**config.mk**
```make
export PLATFORM = sky130hd
export DESIGN_NAME = block_sync_66
export DESIGN_NICKNAME = d
export VERILOG_FILES = /design/src/rtl/block_sync_pkg.sv /design/src/rtl/sat_counter_16.sv /design/src/rtl/block_sync_66.sv
export SDC_FILE = /design/constraint.sdc
export NUM_CORES = 1
export LEC_CHECK = 0
export BUFFER_PORTS_ARGS = -buffer_cell sky130_fd_sc_hd__buf_4
export CAP_MARGIN = 5
export CORE_ASPECT_RATIO = 1.1
export CORE_MARGIN = 4
export CORE_UTILIZATION = 53
export CTS_CLUSTER_DIAMETER = 50
export DETAILED_ROUTE_END_ITERATION = 12
export GPL_TIMING_DRIVEN = 0
export PLACE_DENSITY = 0.84
export SLEW_MARGIN = 15
export SYNTH_ARGS = -nofsm -noshare
export SYNTH_HDL_FRONTEND = slang
export SYNTH_SLANG_ARGS = --single-unit
```
**constraint.sdc**
```tcl
create_clock -name clk -period 5.6 [get_ports clk]
set_input_delay 0.28 -clock clk [delete_from_list [all_inputs] [get_ports clk]]
set_output_delay 0.28 -clock clk [all_outputs]
set_load 0.02 [all_outputs]
```
**src/rtl/block_sync_pkg.sv**
```systemverilog
// Shared types and constants for the 64b/66b block-lock stage.
// Header validity helper lives here so the bench-facing rules stay in one place.
package block_sync_pkg;

  typedef enum logic [1:0] {
    HUNT     = 2'd0,
    SLIPWAIT = 2'd1,
    LOCKED   = 2'd2
  } state_e;

  localparam logic [1:0] SH_DATA = 2'b01;
  localparam logic [1:0] SH_CTRL = 2'b10;

  localparam int VALID_CNT_D   = 64;
  localparam int WINDOW_D      = 64;
  localparam int INVALID_CNT_D = 16;
  localparam int SLIP_WAIT_D   = 4;

  function automatic logic sh_valid(
    input logic [1:0] hdr
  );
    return (hdr == SH_DATA) || (hdr == SH_CTRL);
  endfunction

endpackage

```
**src/rtl/sat_counter_16.sv**
```systemverilog
// 16-bit saturating event counter with synchronous clear.
// Holds at 16'hFFFF once reached; only i_clr brings it back to zero.
module sat_counter_16 (
  input  logic        clk,
  input  logic        i_clr,
  input  logic        i_en,
  output logic [15:0] o_cnt
);

  logic [15:0] r_cnt;

  always_ff @(posedge clk) begin
    if (i_clr)
      r_cnt <= 16'h0000;
    else if (i_en && (r_cnt != 16'hFFFF))
      r_cnt <= r_cnt + 16'h0001;
  end

  assign o_cnt = r_cnt;

endmodule

```
**src/rtl/block_sync_66.sv**
```systemverilog
// 64b/66b block-lock: hunts sync headers via gearbox bitslip, monitors lock.
// Define BLOCK_SYNC_STATS_EN to enable the saturating bad_hdr_cnt statistic.
module block_sync_66
  import block_sync_pkg::*;
#(
  parameter int VALID_CNT   = VALID_CNT_D,
  parameter int WINDOW      = WINDOW_D,
  parameter int INVALID_CNT = INVALID_CNT_D,
  parameter int SLIP_WAIT   = SLIP_WAIT_D
) (
  input  logic        clk,
  input  logic        sclr,
  input  logic [65:0] din,
  input  logic        din_valid,
  output logic        slip,
  output logic        block_lock,
  output logic [63:0] dout,
  output logic [1:0]  dout_hdr,
  output logic        dout_valid,
  output logic [15:0] bad_hdr_cnt
);

  localparam int MX = (VALID_CNT > WINDOW) ? VALID_CNT : WINDOW;
  localparam int CW = $clog2(MX) + 1;
  localparam logic [CW-1:0] ONE = {{(CW-1){1'b0}}, 1'b1};
  localparam logic [CW-1:0] ZERO = '0;

  state_e        r_state, w_nstate;
  logic [CW-1:0] r_sh_cnt, w_sh_nxt;
  logic [CW-1:0] r_win_cnt, w_win_nxt;
  logic [CW-1:0] r_inv_cnt, w_inv_nxt;
  logic [CW-1:0] r_wait_cnt, w_wait_nxt;
  logic          r_slip, w_slip_nxt;
  logic [63:0]   r_dout;
  logic [1:0]    r_hdr;
  logic          r_dv;

  logic          w_hv;
  logic [CW-1:0] w_sh_inc, w_win_inc, w_inv_inc, w_wait_inc;

  assign w_hv       = sh_valid(din[1:0]);
  assign w_sh_inc   = r_sh_cnt + ONE;
  assign w_win_inc  = r_win_cnt + ONE;
  assign w_inv_inc  = r_inv_cnt + {{(CW-1){1'b0}}, ~w_hv};
  assign w_wait_inc = r_wait_cnt + ONE;

  always_ff @(posedge clk) begin
    if (sclr) begin
      r_state    <= HUNT;
      r_sh_cnt   <= ZERO;
      r_win_cnt  <= ZERO;
      r_inv_cnt  <= ZERO;
      r_wait_cnt <= ZERO;
      r_slip     <= 1'b0;
    end else begin
      r_state    <= w_nstate;
      r_sh_cnt   <= w_sh_nxt;
      r_win_cnt  <= w_win_nxt;
      r_inv_cnt  <= w_inv_nxt;
      r_wait_cnt <= w_wait_nxt;
      r_slip     <= w_slip_nxt;
    end
  end

  always_comb begin
    w_nstate   = r_state;
    w_sh_nxt   = r_sh_cnt;
    w_win_nxt  = r_win_cnt;
    w_inv_nxt  = r_inv_cnt;
    w_wait_nxt = r_wait_cnt;
    w_slip_nxt = 1'b0;
    if (din_valid) begin
      unique case (r_state)
        HUNT: begin
          if (!w_hv) begin
            w_slip_nxt = 1'b1;
            w_sh_nxt   = ZERO;
            w_nstate   = SLIPWAIT;
          end else if (w_sh_inc == CW'(VALID_CNT)) begin
            w_sh_nxt = ZERO;
            w_nstate = LOCKED;
          end else begin
            w_sh_nxt = w_sh_inc;
          end
        end
        SLIPWAIT: begin
          if (w_wait_inc == CW'(SLIP_WAIT)) begin
            w_wait_nxt = ZERO;
            w_sh_nxt   = ZERO;
            w_nstate   = HUNT;
          end else begin
            w_wait_nxt = w_wait_inc;
          end
        end
        LOCKED: begin
          // Loss of lock wins over the window-end reset on the same word.
          if (w_inv_inc == CW'(INVALID_CNT)) begin
            w_slip_nxt = 1'b1;
            w_win_nxt  = ZERO;
            w_inv_nxt  = ZERO;
            w_nstate   = SLIPWAIT;
          end else if (w_win_inc == CW'(WINDOW)) begin
            w_win_nxt = ZERO;
            w_inv_nxt = ZERO;
          end else begin
            w_win_nxt = w_win_inc;
            w_inv_nxt = w_inv_inc;
          end
        end
        default: w_nstate = HUNT;
      endcase
    end
  end

  always_comb begin
    block_lock = (r_state == LOCKED);
    slip       = r_slip;
  end

  always_ff @(posedge clk) begin
    if (sclr) begin
      r_dout <= 64'h0;
      r_hdr  <= 2'b00;
      r_dv   <= 1'b0;
    end else begin
      r_dv <= din_valid & block_lock;
      if (din_valid) begin
        r_dout <= din[65:2];
        r_hdr  <= din[1:0];
      end
    end
  end

  assign dout       = r_dout;
  assign dout_hdr   = r_hdr;
  assign dout_valid = r_dv;

`ifdef BLOCK_SYNC_STATS_EN
  sat_counter_16 u_stats (
    .clk   (clk),
    .i_clr (sclr),
    .i_en  (din_valid & ~w_hv & (r_state != SLIPWAIT)),
    .o_cnt (bad_hdr_cnt)
  );
`else
  assign bad_hdr_cnt = 16'h0000;
`endif

endmodule

```
==> impl_metrics.ini <==
[timing]
slew_headroom_pct = 51.6
fin_crit_ns = 2.36
final_hold_viol_count = 0
min_period_over_period_pct = 42.2
finClkSkew_ns = 0.0148
rsz0062_at_grt = no
fmax_mhz = 423
final-setup-viol-count = 0
tns_ns = 0
worst_pin_slew_ns = 0.726
final_max_slew_viol_count = 0

[global_route]
grt_max_degree = 18
grt_pass1_wl_um = 17500
antenna_found_initial = 0
grtUsageTotal_pct = 23.5
grt_overflow = 0
grt_pass1_vias = 3827

[cells_and_area]
fin_nets = 690
n_antenna_cell = 0
fill_cells = 549
syn_to_final_growth_pct = 34.2
drive_gt1_share_pct = 29.1

[setup_path]
critPathRequiredTime_ns = 5.90
path_buf_inv = 2
cp_cell_sequence = buf_4, xor2_1, inv_1, ha_1, ha_1, nand3_1, nor3_1, a211o_2, nand3_4, or4b_1, a31oi_1
crit_top_cell = ha_1
slowest_stage = or4b_1
crit_arrival_ns = 2.66
startpoint = din[1]
r2r_start = r_inv_cnt[0]
worst-path-max-fanout = 10
path_delay_family = simple AND/OR/NAND/NOR gates
end_kind = flip-flop
cp-start-kind = primary input
path_class = in2reg
worst_path_largest_cell_delay_ns = 0.45

[logic_synthesis]
synth_edf_count = 0
synthDistinctLibCells = 49
ys_top_cells_by_area = dfxtp_1 (47%), mux2i_1 (16%), nor2_1 (8.6%)
synth_top_flop_cell = dfxtp_1
yosys_warnings = 0
syn-instance-count = 455
postSynthAreaPerCell_um2 = 9.16
synth-seq-cells = 98
synth_common_cells = dfxtp_1 (98), nor2_1 (96), mux2i_1 (67)
syn-cell-area_um2 = 4170
yosysSeqAreaShare_pct = 47.1
synth_top_cell_by_area = dfxtp_1
synth_top_area_share_pct = 47.1
async_reset_ff_share_pct = 0
synth_most_common_cell = dfxtp_1

[floorplanning]
row_count = 33
start_util_pct = 55.2
io_pins = 154
dieHeight_um = 101
coreArea_um2 = 7560
die_area_um2 = 9350
die_w_um = 92.6

[clock_tree]
cts_buffers = 9
clock_latency_ns = 0.36
post_cts_buffers = 0
clock-root-buffer = clkbuf_8
cts_tree = done
ctsHtreeMaxLevel = 3
cts_hold_buf = 0
clk_pin_slew_ns = 0.11
clock_sinks = 98
cts.path.max_buffers = 2
cts_resized = 0

[pwr]
swShare_pct = 26.7
p_clk_share_pct = 34.6
p_int_uw = 1090
p_sw_uw = 399
total_power_uw = 1490
combPwrFrac_pct = 15.5
p_leak_uw = 0.00263
p_per_area_nw_per_um2 = 267
p_seq_share_pct = 49.9
ir_drop_mv = 0.196

[detailed_routing]
drc = 0
first_iter_violations = 149
first_pass_iters = 4
routed_wl_um = 11100
detail_route.wl_per_cell_um = 15.2
dr_total_vias = 3773
vias_per_cell = 5.20
ant_nets = 0

[hold_path]
holdCritPathClass = in2reg
worstHoldStart = din[29]

[placed_design]
place.gp.congestion = 0.881
dp_hpwl_um = 8340
port_buffers = 135

[run_status]
status = complete, no violations

[run]
drv_cap = 0
final cells by class:
cell class / instances / area (um2) / area share (%)
Timing Repair Buffer: 135 / 1010 / 18.1
Buffer: 39 / 210 / 3.76
Multi-Input combinational cell: 329 / 2040 / 36.4
Clock buffer: 10 / 128 / 2.28
Sequential cell: 98 / 1960 / 35.1
Inverter: 4 / 15.0 / 0.268
Tap cell: 105 / 131 / 2.35
Clock inverter: 6 / 96.3 / 1.72
cell families after synthesis:
| logic type | share of synthesized area (%) |
|---|---|
| simple gates | 21.6 |
| flops | 47.1 |
| mux | 16.4 |
| compound gates | 6.69 |
| buf+inv | 5.40 |
| xor+xnor | 1.26 |
| fa+ha+maj | 1.50 |
| other cells | 0.0899 |
registers in the layout, indices dropped and copies added, names as in the netlist:
signal / count
dout: 64
r_inv_cnt: 7
r_sh_cnt: 7
r_wait_cnt: 7
r_win_cnt: 7
dout_hdr: 2
r_state: 2
dout_valid: 1
slip: 1
layout by cell type, fill, tap and decap left out, types with 5 or more instances in the layout:
master / instances
nor3_1: 6
dfxtp_1: 98
clkbuf_1: 21
nor4_1: 7
clkbuf_8: 9
buf_4: 151
mux2i_1: 67
a21oi_1: 18
conb_1: 16
or3_1: 5
and3_1: 5
ha_1: 5
nor2_1: 96
nand3_1: 18
o21ai_0: 10
nand2_1: 24
power groups by stage:
stage | registers, uW | clock network, uW | logic [uW]
5_1_grt | 749 | 548 | 251
3_5_place_dp | 760 | 0 | 233
4_1_cts | 744 | 522 | 233
6_report | 745 | 517 | 232
2_1_floorplan | 793 | 0 | 95.6
3_3_place_gp | 758 | 0 | 227
worst paths after layout:
path | endpoint | slack (ns) | cells past startpoint
max | r_win_cnt[6] | 3.24 | 11
min | dout[27] | 0.14 | 3
max reg2reg | r_win_cnt[6] | 3.45 | 7
min reg2reg | r_inv_cnt[0] | 0.47 | 2
tightest hold or removal path, delay by kind of cell:
family                 cells  cell delay (ns)
AND/OR/NAND/NOR            1             0.07
buffers and inverters      1             0.08
multiplexers               1             0.05
per-layer routing:
layer	share of wire, %	track usage (%)
met1	38	25.5
met2	52	42.1
met3	8.0	8.07
met4	2.0	8.91
met5	0	0
per-stage QoR:
| step | util (%) | hold slack, ns | instance area (um2) | std cells | setup slack, ns |
|---|---|---|---|---|---|
| 2_1_floorplan | - | 0.427 | 4230 | 470 | 3.31 |
| 5_1_grt | 74.0 | 0.136 | 5590 | 726 | 3.05 |
| 6_report | 74.0 | 0.143 | 5590 | 726 | 3.24 |
| 3_3_place_gp | 71.1 | 0.445 | 5370 | 710 | 2.91 |
| 4_1_cts | 74.0 | 0.136 | 5590 | 726 | 3.25 |
| 3_5_place_dp | 71.1 | 0.463 | 5370 | 710 | 2.86 |
(Power assumes the default switching activity.)
